File: config.mk
export PLATFORM = sky130hd
export DESIGN_NAME = dzmux
export DESIGN_NICKNAME = d
export VERILOG_FILES = /design/src/rtl/dzmux_pkg.sv /design/src/rtl/dzmux_silo.sv /design/src/rtl/dzmux.sv
export SDC_FILE = /design/constraint.sdc
export NUM_CORES = 1
export LEC_CHECK = 0
export CORE_ASPECT_RATIO = 1.4
export CORE_MARGIN = 3
export CORE_UTILIZATION = 55
export DETAILED_ROUTE_END_ITERATION = 6
export GPL_TIMING_DRIVEN = 1
export PLACE_DENSITY = 0.72
export SKIP_LAST_GASP = 1
export SLEW_MARGIN = 20
export SYNTH_ARGS = -nofsm -noshare
export SYNTH_HDL_FRONTEND = slang
export SYNTH_SLANG_ARGS = --single-unit
File: constraint.sdc
create_clock -name CLOCK -period 8.67 [get_ports CLOCK]
set_input_delay 1.734 -clock CLOCK [delete_from_list [all_inputs] [get_ports CLOCK]]
set_output_delay 1.734 -clock CLOCK [all_outputs]
set_load 0.005 [all_outputs]
File: src/rtl/dzmux_pkg.sv
// Shared definitions for the DZ-style terminal multiplexer: register map,
// CSR/RBUF bit positions and the receive silo entry layout.
package dzmux_pkg;

    localparam logic [1:0] ADDR_CSR  = 2'd0;
    localparam logic [1:0] ADDR_RBUF = 2'd1;
    localparam logic [1:0] ADDR_TCR  = 2'd2;
    localparam logic [1:0] ADDR_TDR  = 2'd3;

    localparam int CSR_TIE   = 14;
    localparam int CSR_SAE   = 12;
    localparam int CSR_RIE   = 6;
    localparam int CSR_MSE   = 5;
    localparam int CSR_CLR   = 4;
    localparam int CSR_MAI   = 3;

    localparam int LPR_RXON  = 12;

    // Line field is sized for the largest supported mux (16 lines).
    typedef struct packed {
        logic       ovr;
        logic [3:0] line;
        logic [7:0] ch;
    } silo_entry_t;

    typedef enum logic {
        PR_IDLE,
        PR_BUSY
    } pr_state_t;

endpackage

File: src/rtl/dzmux_silo.sv
// Receive silo: circular FIFO of {line, char} with fill count, alarm level
// and overrun tagging of the newest stored entry when a push finds it full.
module dzmux_silo
    import dzmux_pkg::*;
#(
    parameter int DEPTH = 64,
    parameter int ALARM = 16
) (
    input  logic        CLOCK,
    input  logic        RESET,
    input  logic        clear,
    input  logic        push,
    input  logic [3:0]  push_line,
    input  logic [7:0]  push_char,
    input  logic        pop,
    output silo_entry_t head,
    output logic        not_empty,
    output logic        alarm
);

    localparam int AW = $clog2(DEPTH);
    localparam int CW = AW + 1;

    silo_entry_t   mem [DEPTH];
    logic [AW-1:0] wr_ptr;
    logic [AW-1:0] rd_ptr;
    logic [CW-1:0] count;
    logic          full;
    logic          do_push;
    logic          do_pop;
    logic          do_ovr;

    assign full      = (count == CW'(DEPTH));
    assign not_empty = (count != '0);
    assign alarm     = (count >= CW'(ALARM));
    assign head      = mem[rd_ptr];
    assign do_pop    = pop & not_empty;
    // A pop in the same cycle frees the slot, so a push on full still lands.
    assign do_push   = push & (~full | do_pop);
    assign do_ovr    = push & full & ~do_pop;

    always_ff @(posedge CLOCK or negedge RESET) begin
        if (!RESET) begin
            wr_ptr <= '0;
            rd_ptr <= '0;
            count  <= '0;
        end else if (clear) begin
            wr_ptr <= '0;
            rd_ptr <= '0;
            count  <= '0;
        end else begin
            if (do_push) wr_ptr <= wr_ptr + AW'(1);
            if (do_pop)  rd_ptr <= rd_ptr + AW'(1);
            case ({do_push, do_pop})
                2'b10:   count <= count + CW'(1);
                2'b01:   count <= count - CW'(1);
                default: count <= count;
            endcase
        end
    end

    always_ff @(posedge CLOCK) begin
        if (do_push) mem[wr_ptr] <= '{ovr: 1'b0, line: push_line, ch: push_char};
        if (do_ovr)  mem[wr_ptr - AW'(1)].ovr <= 1'b1;
    end

endmodule

File: src/rtl/dzmux.sv
// Terminal multiplexer: bus register file, keyboard receive silo, transmit
// scanner, round-robin printer arbiter with maintenance loopback, and CLR.
module dzmux
    import dzmux_pkg::*;
#(
    parameter int NLINES    = 8,
    parameter int SILODEPTH = 64,
    parameter int ALARMLVL  = 16,
    parameter int CLRCYCLES = 1500,
    localparam int LW       = $clog2(NLINES)
) (
    input  logic          CLOCK,
    input  logic          RESET,
    input  logic          init,
    input  logic          bus_wr,
    input  logic          bus_rd,
    input  logic [1:0]    bus_addr,
    input  logic [1:0]    bus_be,
    input  logic [15:0]   bus_wdata,
    output logic [15:0]   bus_rdata,
    input  logic          kb_valid,
    input  logic [LW-1:0] kb_line,
    input  logic [7:0]    kb_char,
    output logic          kb_ready,
    output logic          pr_valid,
    output logic [LW-1:0] pr_line,
    output logic [7:0]    pr_char,
    input  logic          pr_ack,
    output logic          rx_irq,
    output logic          tx_irq
);

    localparam int CCW = $clog2(CLRCYCLES + 1);

    logic              tie, sae, rie, mse, mai;
    logic [CCW-1:0]    clr_cnt;
    logic [NLINES-1:0] rxenab, txenab, prful;
    logic [NLINES-1:0] set_mask, ack_mask;
    logic [7:0]        prbuf [NLINES];
    logic [LW-1:0]     tline, rr_ptr, idx, pick_line;
    logic              pick_found;
    logic              lb_pend;
    logic [LW-1:0]     lb_line;
    logic [7:0]        lb_char;
    pr_state_t         pr_state;
    silo_entry_t       head;
    logic              rdone, sa, trdy;
    logic              clr_act, clr_start, wipe, wr_ok;
    logic              wr_csr, wr_lpr, wr_tcr, wr_tdr;
    logic              kb_push, lb_push, pr_load, pr_done;
    logic [15:0]       csr_val, rbuf_val;
    logic              unused_wdata;

    assign clr_act   = (clr_cnt != '0);
    assign wr_ok     = bus_wr & ~clr_act;
    assign wr_csr    = wr_ok & (bus_addr == ADDR_CSR);
    assign wr_lpr    = wr_ok & (bus_addr == ADDR_RBUF) & bus_be[0];
    assign wr_tcr    = wr_ok & (bus_addr == ADDR_TCR);
    assign wr_tdr    = wr_ok & (bus_addr == ADDR_TDR) & bus_be[0];
    assign clr_start = wr_csr & bus_be[0] & bus_wdata[CSR_CLR];
    assign wipe      = init | clr_act | clr_start;

    assign trdy      = txenab[tline] & ~prful[tline];
    assign kb_ready  = mse & ~clr_act;
    assign kb_push   = kb_valid & kb_ready & rxenab[kb_line];
    // Keyboard wins the silo port; a pending loopback char waits a cycle.
    assign lb_push   = lb_pend & ~kb_push;
    assign pr_load   = (pr_state == PR_IDLE) & pick_found & ~lb_pend & ~wipe;
    assign pr_done   = (pr_state == PR_BUSY) & pr_ack;

    assign rx_irq    = rie & (sae ? sa : rdone);
    assign tx_irq    = tie & trdy;

    assign csr_val   = {trdy, tie, sa, sae, 4'(tline), rdone, rie, mse, clr_act, mai, 3'b000};
    assign rbuf_val  = rdone ? {1'b1, head.ovr, 2'b00, head.line, head.ch} : 16'h0000;
    assign unused_wdata = ^{bus_wdata[15], bus_wdata[13], bus_wdata[11:8]};

    dzmux_silo #(.DEPTH(SILODEPTH), .ALARM(ALARMLVL)) u_silo (
        .CLOCK     (CLOCK),
        .RESET     (RESET),
        .clear     (wipe),
        .push      ((kb_push | lb_push) & ~wipe),
        .push_line (kb_push ? 4'(kb_line) : 4'(lb_line)),
        .push_char (kb_push ? kb_char : lb_char),
        .pop       (bus_rd & (bus_addr == ADDR_RBUF) & ~wipe),
        .head      (head),
        .not_empty (rdone),
        .alarm     (sa)
    );

    // Round-robin search: lowest offset from rr_ptr with a full buffer wins.
    always_comb begin
        pick_found = 1'b0;
        pick_line  = rr_ptr;
        idx        = '0;
        for (int i = NLINES - 1; i >= 0; i--) begin
            idx = rr_ptr + LW'(i);
            if (prful[idx]) begin
                pick_found = 1'b1;
                pick_line  = idx;
            end
        end
    end

    always_comb begin
        set_mask = '0;
        ack_mask = '0;
        if (wr_tdr)  set_mask[tline]   = 1'b1;
        if (pr_done) ack_mask[pr_line] = 1'b1;
    end

    always_ff @(posedge CLOCK or negedge RESET) begin
        if (!RESET) begin
            {tie, sae, rie, mse, mai} <= '0;
            clr_cnt <= '0;
            rxenab  <= '0;
            txenab  <= '0;
            prful   <= '0;
            tline   <= '0;
        end else begin
            if (init)           clr_cnt <= '0;
            else if (clr_start) clr_cnt <= CCW'(CLRCYCLES);
            else if (clr_act)   clr_cnt <= clr_cnt - CCW'(1);

            if (wipe) begin
                {tie, sae, rie, mse, mai} <= '0;
                rxenab <= '0;
                txenab <= '0;
                prful  <= '0;
                tline  <= '0;
            end else begin
                if (wr_csr & bus_be[0]) begin
                    rie <= bus_wdata[CSR_RIE];
                    mse <= bus_wdata[CSR_MSE];
                    mai <= bus_wdata[CSR_MAI];
                end
                if (wr_csr & bus_be[1]) begin
                    tie <= bus_wdata[CSR_TIE];
                    sae <= bus_wdata[CSR_SAE];
                end
                if (wr_lpr) rxenab[bus_wdata[LW-1:0]] <= bus_wdata[LPR_RXON];
                if (wr_tcr) begin
                    for (int i = 0; i < NLINES; i++)
                        if (i < 8 ? bus_be[0] : bus_be[1]) txenab[i] <= bus_wdata[i];
                end
                if (!trdy) tline <= tline + LW'(1);
                prful <= (prful & ~ack_mask) | set_mask;
            end
        end
    end

    always_ff @(posedge CLOCK or negedge RESET) begin
        if (!RESET) begin
            pr_state <= PR_IDLE;
            pr_valid <= 1'b0;
            rr_ptr   <= '0;
            lb_pend  <= 1'b0;
        end else if (wipe) begin
            pr_state <= PR_IDLE;
            pr_valid <= 1'b0;
            rr_ptr   <= '0;
            lb_pend  <= 1'b0;
        end else begin
            if (lb_push) lb_pend <= 1'b0;
            case (pr_state)
                PR_IDLE: begin
                    if (pr_load) begin
                        pr_state <= PR_BUSY;
                        pr_valid <= 1'b1;
                    end
                end
                PR_BUSY: begin
                    if (pr_ack) begin
                        pr_state <= PR_IDLE;
                        pr_valid <= 1'b0;
                        rr_ptr   <= pr_line + LW'(1);
                        if (mai & rxenab[pr_line]) lb_pend <= 1'b1;
                    end
                end
                default: pr_state <= PR_IDLE;
            endcase
        end
    end

    always_ff @(posedge CLOCK) begin
        if (wr_tdr) prbuf[tline] <= bus_wdata[7:0];
        if (pr_load) begin
            pr_line <= pick_line;
            pr_char <= prbuf[pick_line];
        end
        if (pr_done) begin
            lb_line <= pr_line;
            lb_char <= pr_char;
        end
    end

    always_ff @(posedge CLOCK or negedge RESET) begin
        if (!RESET) begin
            bus_rdata <= '0;
        end else if (init) begin
            bus_rdata <= '0;
        end else if (bus_rd) begin
            case (bus_addr)
                ADDR_CSR:  bus_rdata <= csr_val;
                ADDR_RBUF: bus_rdata <= rbuf_val;
                ADDR_TCR:  bus_rdata <= 16'(txenab);
                default:   bus_rdata <= '0;
            endcase
        end
    end

endmodule

Yosys cells after proc, flatten, opt, wreduce, memory -nomap -nowiden
Memory sizes are Yosys's and may differ from the RTL's. A register that Yosys moved wholly into a read port is not among the register bits.
Index checks and enable logic that the tools add are counted.
- $add $sub $neg: 15
- multipliers: 0
- div/mod/pow operators: 0
- order comparisons: 16
- eq/ne operators: 9
- shift-type cells: 0
- multiplexer cells: 115
- bitwise gates (word level): 44
- reductions and logical operators: 22
- operators by type and width (kind ; count):
    $mux 8 ; 8
    $mux 1 ; 59
    $lt 3x4->1 const B ; 12
    $mux 16 ; 3
    $pmux 16 s3 ; 1
    $mux 3 ; 14
    $bmux 1 s3 ; 12
    $mux 11 ; 3
    $mux 6 ; 5
    $and 1x1->1 ; 29
    $reduce_bool 2->1 ; 10
    $pmux 7 s2 ; 1
    $add 3x3->3 const B ; 4
    $add 6x1->6 const B ; 2
    $mux 12 ; 1
    $reduce_or 12->1 ; 1
    $reduce_bool 11->1 ; 1
    $sub 11x1->11 const B ; 1
    $add 3x1->3 const B ; 3
    $demux 1 s3 ; 3
    $ge 3x1->1 const B ; 3
    $and 8x8->8 ; 1
    $bwmux 8 ; 1
    $not 1->1 ; 8
    22 further kinds ; 35
- flip-flop bits (word level): 98
- bits in latches: 0
- bits in writable memories: 832
- bits in read-only memories: 0
- word-level logic and storage cells: 244
- memories: 2
- memories (memory ; words ; bits a word ; rd ports ; clocked after memory_dff ; wr ports ; RTL line ; RTL):
    u_silo.mem ; 64 ; 12 ; 1 ; 0 ; 1 ; dzmux_silo.sv:24 ; silo_entry_t mem [DEPTH];
    prbuf ; 8 ; 8 ; 1 ; 1 ; 1 ; dzmux.sv:39 ; logic [7:0] prbuf [NLINES];

Longest topological paths before layout
Gate-level depths: netlist (run 1).
- depth after elaboration: 17
- gate-level depth with buffers: 17

Modules after synthesis
From an unflattened synthesis (run 1), not the netlist that was laid out.
- cell total of the unflattened synthesis: 2428
- area total of the unflattened synthesis: 41795.1 um^2
- modules (own cells, without submodules) (module ; instances ; cells an instance ; area each (um^2) ; sequential area each (um^2)):
    dzmux_silo ; 1 ; 1752 ; 33940.1 ; 25459.4
    dzmux ; 1 ; 676 ; 7855.0 ; 4209.0

Worst setup path after synthesis (run 1)
Ideal clock, no wire load.
- path kind: in2reg
- start point: input kb_line[0]
- end point: memory u_silo.mem[0][10] (netlist name), data pin
- setup time: 499 ps
- data arrival time: 5218 ps
- required time: 8171 ps
- path slack: 2952 ps
- stages on the path: 7
- buffers on the path: 1
- path through: mux4_2 > mux2i_1 > o31ai_4 > nand3_4 > inv_2 > clkbuf_1 > nor2_1
- cells in the longest elaborated chain, start to end: 5
- RTL lines (element ; RTL line ; RTL):
    start, declared ; dzmux.sv:22 ; input logic [LW-1:0] kb_line,
    $bmux 1 s3 ; dzmux.sv:65 ; assign kb_push = kb_valid & kb_ready & rxenab[kb_line];
    $mux 1 (not written as such) ; dzmux.sv:65 ;
    $and 1x1->1 ; dzmux.sv:65 ;
    $mux 3 ; dzmux.sv:83 ; .push_line (kb_push ? 4'(kb_line) : 4'(lb_line)),
    $mux 12 (no line) ; n/a ;
    end, declared ; dzmux_silo.sv:24 ;
No other way between the ends. The select of a mux whose other input is x is not followed.

Worst setup path in the final report (run 1)
- start point: input bus_addr[1]
- end point: memory u_silo.mem[41][2] (netlist name) (enable)
- cells in the longest elaborated chain, start to end: 14
- elaborated cells on any way between the ends: 23
- those cells by class: eq/ne (1); mux (6); bitwise (14); reduce/logical (2)
- RTL lines (element ; RTL line ; RTL):
    start, declared ; dzmux.sv:17 ; input logic [1:0] bus_addr,
    $logic_not 2->1 ; dzmux.sv:56 ; assign wr_csr = wr_ok & (bus_addr == ADDR_CSR);
    $and 1x1->1 ; dzmux.sv:56 ;
    $and 1x1->1 (2 in series) ; dzmux.sv:60 ; assign clr_start = wr_csr & bus_be[0] & bus_wdata[CSR_CLR];
    $or 1x1->1 ; dzmux.sv:61 ; assign wipe = init | clr_act | clr_start;
    $not 1->1 ; dzmux.sv:82, dzmux.sv:85 ;
    $and 1x1->1 ; dzmux.sv:85 ; .pop (bus_rd & (bus_addr == ADDR_RBUF) & ~wipe),
    $and 1x1->1 ; dzmux_silo.sv:37 ; assign do_pop = pop & not_empty;
    $not 1->1 ; dzmux_silo.sv:40 ; assign do_ovr = push & full & ~do_pop;
    $and 1x1->1 ; dzmux_silo.sv:40 ;
    $mux 1 ; dzmux_silo.sv:64 ; if (do_ovr) mem[wr_ptr - AW'(1)].ovr <= 1'b1;
    $mux 1 (not written as such) ; dzmux_silo.sv:64 ;
    $reduce_or 12->1 (no line) ; n/a ;
    $mux 6 (no line) / $mux 2 (equally long branches) ; n/a ;
Several ways; a longest one is shown, not always the timed one.

==> impl_metrics.py, run 1 <==
metrics = {
    "layout": {
        "final_cell_mix": "edfxtp_1, mux4_2, nor2_1",
        "final_common_cell": "edfxtp_1",
        "nNetsFinal": 2192,
        "fillers": 4777,
        "final_cells": 3134,
        "multiInputGateArea_sq_um": 10500,
        "final_layout_size_suffix_gt1_share_pct": 21.3,
        "synthToLayoutAreaGrowth_pct": 11.4,
        "regArea_sq_um": 27700,
        "n_antenna_cell": 0,
    },
    "sta": {
        "relSlewSlack_pct": 19.2,
        "slew_violations": 0,
        "worst_pin_slew_ps": 1210,
        "fmax_mhz": 149,
        "fin_worst_skew_ps": 32.5,
        "hold_viol": 0,
        "rsz0062_at_grt": "false",
        "finalSetupViolations": 0,
        "fin_ws_ps": 1940,
        "period_share_pct": 77.6,
        "period_minus_slack_ps": 6730,
        "finalSetupTns_ps": 0,
    },
    "placed_design": {
        "dp_cells": 2984,
        "hpwl_um": 54700,
        "place_congestion": 0.892,
        "dp_slack_ps": 1490,
        "portBuffers": 61,
    },
    "setup_path": {
        "setup.worst_path.end_class": "flop",
        "critical_path_class": "input port to flop",
        "timing.rr.start": "clr_cnt[0]",
        "crit_path_start": "bus_addr[1]",
        "cp_slowest_stage_delay_ps": 1120,
        "worstPathArrival_ps": 6990,
        "start_kind": "input port",
        "crit_slowest_cell": "nor2_1",
        "crit_required_ps": 8930,
        "crit_fanout": 16,
        "crit_path_cell_trace": "clkdlybuf4s50_1 > nor2_1 > a41oi_1 > and2_1 > and2_1 > o2111ai_1 > nand2b_1 > nor2_1",
    },
    "clock_network": {
        "cts_tree": "built",
        "path_clk_slew_ps": 60,
        "insertion_delay_ps": 650,
        "clock_path_buffers": 3,
        "cts_max_level": 3,
        "cts.sinks": 937,
        "cts-root-buf": "clkbuf_16",
        "cts_resized": 0,
        "cts_buffers": 85,
        "hold_buffers": 0,
        "post_cts_buffers": 0,
    },
    "run": {
        "drv_cap": 0,
    },
    "floorplanning": {
        "ios": 69,
        "die_height_um": 320,
        "die-area_sq_um": 73700,
        "fp.dieW_um": 230,
        "start_util_pct": 55.7,
        "fp-row-count": 114,
        "design.core.area_sq_um": 69500,
    },
    "route": {
        "firstDrtPassIters": 5,
        "ant_nets": 0,
        "viasPerCell": 6.44,
        "drt_iter0_drc": 2027,
        "dr_total_vias": 20200,
        "drc": 0,
        "wl_um": 89300,
        "wire_per_inst_um": 28.5,
    },
    "grt": {
        "track_usage_pct": 24.7,
        "antenna_found_initial": 0,
        "grt_pass1_vias": 20700,
        "grt_pass1_wl_um": 135000,
        "grt_start_max_net_pins": 108,
        "overflow": 0,
    },
    "logic_synthesis": {
        "synth_edf_count": 854,
        "avgSynthCellArea_sq_um": 18.4,
        "syn_inst": 2100,
        "syn_area_sq_um": 38700,
        "synth-seq-cells": 937,
        "syn_nets": 2149,
        "yosysWarnings": 0,
        "yosysSeqAreaShare_pct": 71.6,
        "ys.flop_type": "edfxtp_1",
        "async_flop_share_pct": 8.86,
        "synth_cell_types": 65,
    },
    "power": {
        "leakage_nw": 13.1,
        "swShare_pct": 19.9,
        "seqPwrFrac_pct": 54.9,
        "ir_drop_uv": 129,
        "pwr-share-comb_pct": 2.6,
        "p_sw_mw": 1.77,
        "p_per_area_nw_per_um2": 207,
        "p_int_mw": 7.17,
        "clkPwrFrac_pct": 42.6,
    },
    "status": {
        "status": "complete, no violations",
    },
    "min_path": {
        "min_from": "pr_char[3]",
        "hp-class": "flop to flop",
    },
}
[cell type report]
type                    instances  share of cell area [%]
clock buffers                 109                    5.31
clock inverters                41                    1.20
inverters                      29                   0.252
multi-input cells            1000                    24.3
flip-flops and latches        937                    64.3
well taps                     928                    2.69
repair buffers                 90                    1.96
[worst max-delay path, delay by kind of cell]
| kind | cells | cell delay, ps |
|---|---|---|
| buf+inv | 1 | 850 |
| compound gates | 2 | 1020 |
| simple gates | 5 | 3360 |
[stage by stage]
| step | util (%) | hold WS (ps) | power, mW | cell area, sq um |
|---|---|---|---|---|
| 6_report | 62.1 | 453 | 8.94 | 43100 |
| 2_1_floorplan | - | 452 | 5.14 | 38700 |
| 4_1_cts | 62.1 | 458 | 9.00 | 43100 |
| 3_3_place_gp | 58.0 | 443 | 5.22 | 40300 |
| 3_5_place_dp | 58.0 | 443 | 5.23 | 40300 |
| 5_1_grt | 62.1 | 468 | 9.20 | 43100 |
[registers in the layout, indices dropped and copies added (netlist names), 11 cells and up]
register	flops
prbuf	64
u_silo.mem	768
clr_cnt	11
bus_rdata	15
[path summary, 6_finish.rpt]
path	end	slack, ps	cells past startpoint
min in group asynchronous	u_silo.wr_ptr[2]	1030	1
setup reg to reg	u_silo.mem[41][2]	2840	9
max in group asynchronous	u_silo.rd_ptr[2]	6510	2
setup / recovery	u_silo.mem[41][2]	1940	8
hold / removal	lb_char[3]	450	0
hold reg to reg	lb_char[3]	450	0
[logic make-up after synthesis]
family | after synthesis | synth area share [%]
simple gates | 455 | 5.43
compound gates | 151 | 2.53
xor+xnor | 26 | 0.588
flops | 937 | 71.6
mux | 356 | 17.8
fa+ha+maj | 11 | 0.355
buf+inv | 163 | 1.65
other cells | 1 | 0.00969
[power groups by stage]
stage	sequential, mW	clock (mW)	combinational, mW
global placement	5.00	0	0.220
floorplan	4.99	0	0.151
finish	4.90	3.80	0.231
detailed placement	5.00	0	0.230
global route	4.90	4.04	0.254
CTS	4.90	3.86	0.232
[Yosys cell counts, drive strengths merged (3+ instances only)]
master,number,share of area [%]
clkbuf,95,0.92
nor2,208,2.0
o211ai,5,0.097
mux2i,78,2.0
and4,10,0.23
xor2,13,0.29
nor3,25,0.32
inv,26,0.25
nand3,51,0.69
xnor2,13,0.29
a221oi,3,0.068
o21a,4,0.078
a31o,3,0.068
edfxtp,854,66
mux2,12,0.35
or3,6,0.097
or4,5,0.12
a211oi,4,0.078
a32oi,11,0.25
o21ai,34,0.44
or2,3,0.048
ha,11,0.36
dfrtp,83,5.4
o2111ai,3,0.068
nand2,83,0.80
nor2b,14,0.23
a21oi,50,0.65
nor3b,7,0.14
nand2b,12,0.19
buf,39,0.45
a31oi,5,0.081
nor4,7,0.13
nand3b,5,0.097
clkinv,3,0.029
a22oi,3,0.058
mux4,266,15
o31ai,6,0.15
a41oi,3,0.068
nand4,8,0.13
and2,8,0.13
[per-layer routing]
layer | wire length [um] | global-route usage (%) | vias up | part of all wire (%)
met5 | 0 | 0 | - | 0
met4 | 4170 | 11.0 | 0 | 4.7
met3 | 6110 | 4.38 | 185 | 6.8
met2 | 45800 | 41.6 | 929 | 51
met1 | 33200 | 31.9 | 10600 | 37
li1 | - | - | 8503 | -
No activity file was read; power rests on OpenSTA's default activity.
==> run 2, diff against run 1 <==
PLACE_DENSITY = 0.74   (was 0.72)
clock period = 6.1 ns   (was 8.67 ns; I/O delays follow)
==> run 2 against run 1 <==
Effect of this change: clock skew decreased by 17 ps; sequential power increased by 42%; sequential cell count stayed put; critical path type unchanged; largest power group unchanged.
==> impl_metrics.py, run 2 (synthesis results as in run 1) <==
metrics = {
    "layout": {
        "final_common_cell": "edfxtp_1",
        "final_layout_size_suffix_gt1_share_pct": 23.5,
        "final_cell_mix": "edfxtp_1, mux4_2, nor2_1",
        "synthToLayoutAreaGrowth_pct": 12.5,
        "reg_top3": "u_silo.mem: 768 flops, prbuf: 64 flops, bus_rdata: 15 flops",
        "largest_register_ffs": 768,
        "final_cells": 3221,
        "n_antenna_cell": 0,
        "fillers": 4695,
        "fin_util_pct": 62.7,
        "nNetsFinal": 2277,
        "largest-register": "u_silo.mem",
    },
    "route": {
        "wl_um": 85200,
        "dr_total_vias": 20100,
        "firstDrtPassIters": 6,
        "viasPerCell": 6.23,
        "wire_per_inst_um": 26.4,
        "drc": 0,
        "drt_iter0_drc": 2032,
        "ant_nets": 0,
    },
    "placed_design": {
        "dp_cells": 3070,
        "hpwl_um": 54200,
        "place_congestion": 0.879,
        "dp_slack_ps": 732,
        "portBuffers": 61,
    },
    "sta": {
        "fin_ws_ps": 1420,
        "relSlewSlack_pct": 33.0,
        "period_minus_slack_ps": 4680,
        "rsz0062_at_grt": "false",
        "fmax_mhz": 214,
        "period_share_pct": 76.7,
        "hold_viol": 0,
        "finalSetupTns_ps": 0,
        "finalSetupViolations": 0,
        "worst_pin_slew_ps": 991,
        "fin_worst_skew_ps": 15.7,
        "slew_violations": 0,
    },
    "grt": {
        "grt_start_max_net_pins": 92,
        "grt_pass1_vias": 20700,
        "track_usage_pct": 23.7,
        "overflow": 0,
        "grt_pass1_wl_um": 131000,
        "antenna_found_initial": 1,
    },
    "power": {
        "p_sw_mw": 2.46,
        "leakage_nw": 13.5,
        "clkPwrFrac_pct": 40.5,
        "pwr-share-comb_pct": 2.7,
        "swShare_pct": 20.0,
        "power_mw": 12.3,
        "p_int_mw": 9.82,
        "seqPwrFrac_pct": 56.8,
        "ir_drop_uv": 178,
        "p_per_area_nw_per_um2": 282,
    },
    "clock_network": {
        "cts.sinks": 937,
        "insertion_delay_ps": 630,
        "post_cts_buffers": 0,
        "path_clk_slew_ps": 60,
        "clock_path_buffers": 3,
        "cts_resized": 0,
        "cts-root-buf": "clkbuf_16",
        "cts_buffers": 83,
        "cts_max_level": 3,
        "cts_tree": "built",
        "hold_buffers": 0,
    },
    "setup_path": {
        "crit_path_cell_trace": "clkdlybuf4s50_1 > mux4_2 > mux2i_1 > o31ai_4 > nand3_4 > inv_2 > buf_4 > nor2_4 > buf_4",
        "crit_slowest_cell": "nor2_4",
        "worstPathArrival_ps": 5090,
        "crit_required_ps": 6510,
        "critical_path_class": "input port to flop",
        "worst_path_most_repeated_cell": "buf_4",
        "start_kind": "input port",
        "crit_fanout": 75,
        "cp_slowest_stage_delay_ps": 810,
        "setup.worst_path.end_class": "flop",
    },
    "min_path": {
        "hp-class": "flop to flop",
    },
    "floorplanning": {
        "ios": 69,
        "die_height_um": 320,
        "fp.dieW_um": 230,
        "die-area_sq_um": 73700,
        "fp-row-count": 114,
        "start_util_pct": 55.7,
        "design.core.area_sq_um": 69500,
    },
    "run": {
        "drv_cap": 0,
    },
    "status": {
        "status": "complete, no violations",
    },
}
run 2: changes by cell type in the layout (fill, tap and decap cells not counted), sizes merged:
cell,change
inv,+2
bufinv,-6
clkbuf,-3
buf,+87
clkinv,+11
clkinvlp,-4
run 2: final timing paths:
kind	start	endpoint	slack, ps	cells after the start
setup / recovery	kb_line[0]	u_silo.mem[16][8]	1420	9
hold / removal	pr_char[5]	lb_char[5]	450	0
setup reg to reg	clr_cnt[0]	u_silo.mem[38][9]	1450	12
hold reg to reg	pr_char[5]	lb_char[5]	450	0
max in group asynchronous	RESET	u_silo.rd_ptr[1]	4460	2
min in group asynchronous	RESET	prful[7]	510	1
run 2: per-layer routing:
layer / wire, um / vias up / GRT usage (%)
met5: 0 / - / 0
met4: 3860 / 0 / 10.4
met3: 5310 / 167 / 3.34
met2: 43700 / 772 / 39.8
met1: 32400 / 10400 / 31.4
li1: - / 8678 / -
run 2: power by group through the flow:
stage          combinational [mW]  clock, mW  sequential (mW)
6_report                    0.333       4.97             6.97
2_1_floorplan               0.214          0             7.10
5_1_grt                     0.370       5.31             6.97
3_3_place_gp                0.314          0             7.10
3_5_place_dp                0.330          0             7.11
4_1_cts                     0.333       5.07             6.97
run 2: worst max-delay path, delay by kind of cell:
kind	cells	cell delay (ps)
mux	2	1040
compound gates	1	210
simple gates	2	990
buf+inv	4	1470
run 2: stage by stage:
stage,hold WS (ps),area (sq um)
final,450,43600
after global routing,468,43600
after CTS,459,43500
after detailed placement,439,41000
after global placement,437,41000
after floorplan,452,38700
run 2: final cells by class:
cell class | count | area (sq um) | share of cell area (%)
inverter | 29 | 109 | 0.250
timing repair buffer | 177 | 1550 | 3.56
tap | 928 | 1160 | 2.67
multi-input combinational | 1000 | 10500 | 24.0
sequential | 937 | 27700 | 63.7
clock inverter | 44 | 363 | 0.833
clock buffer | 106 | 2190 | 5.02
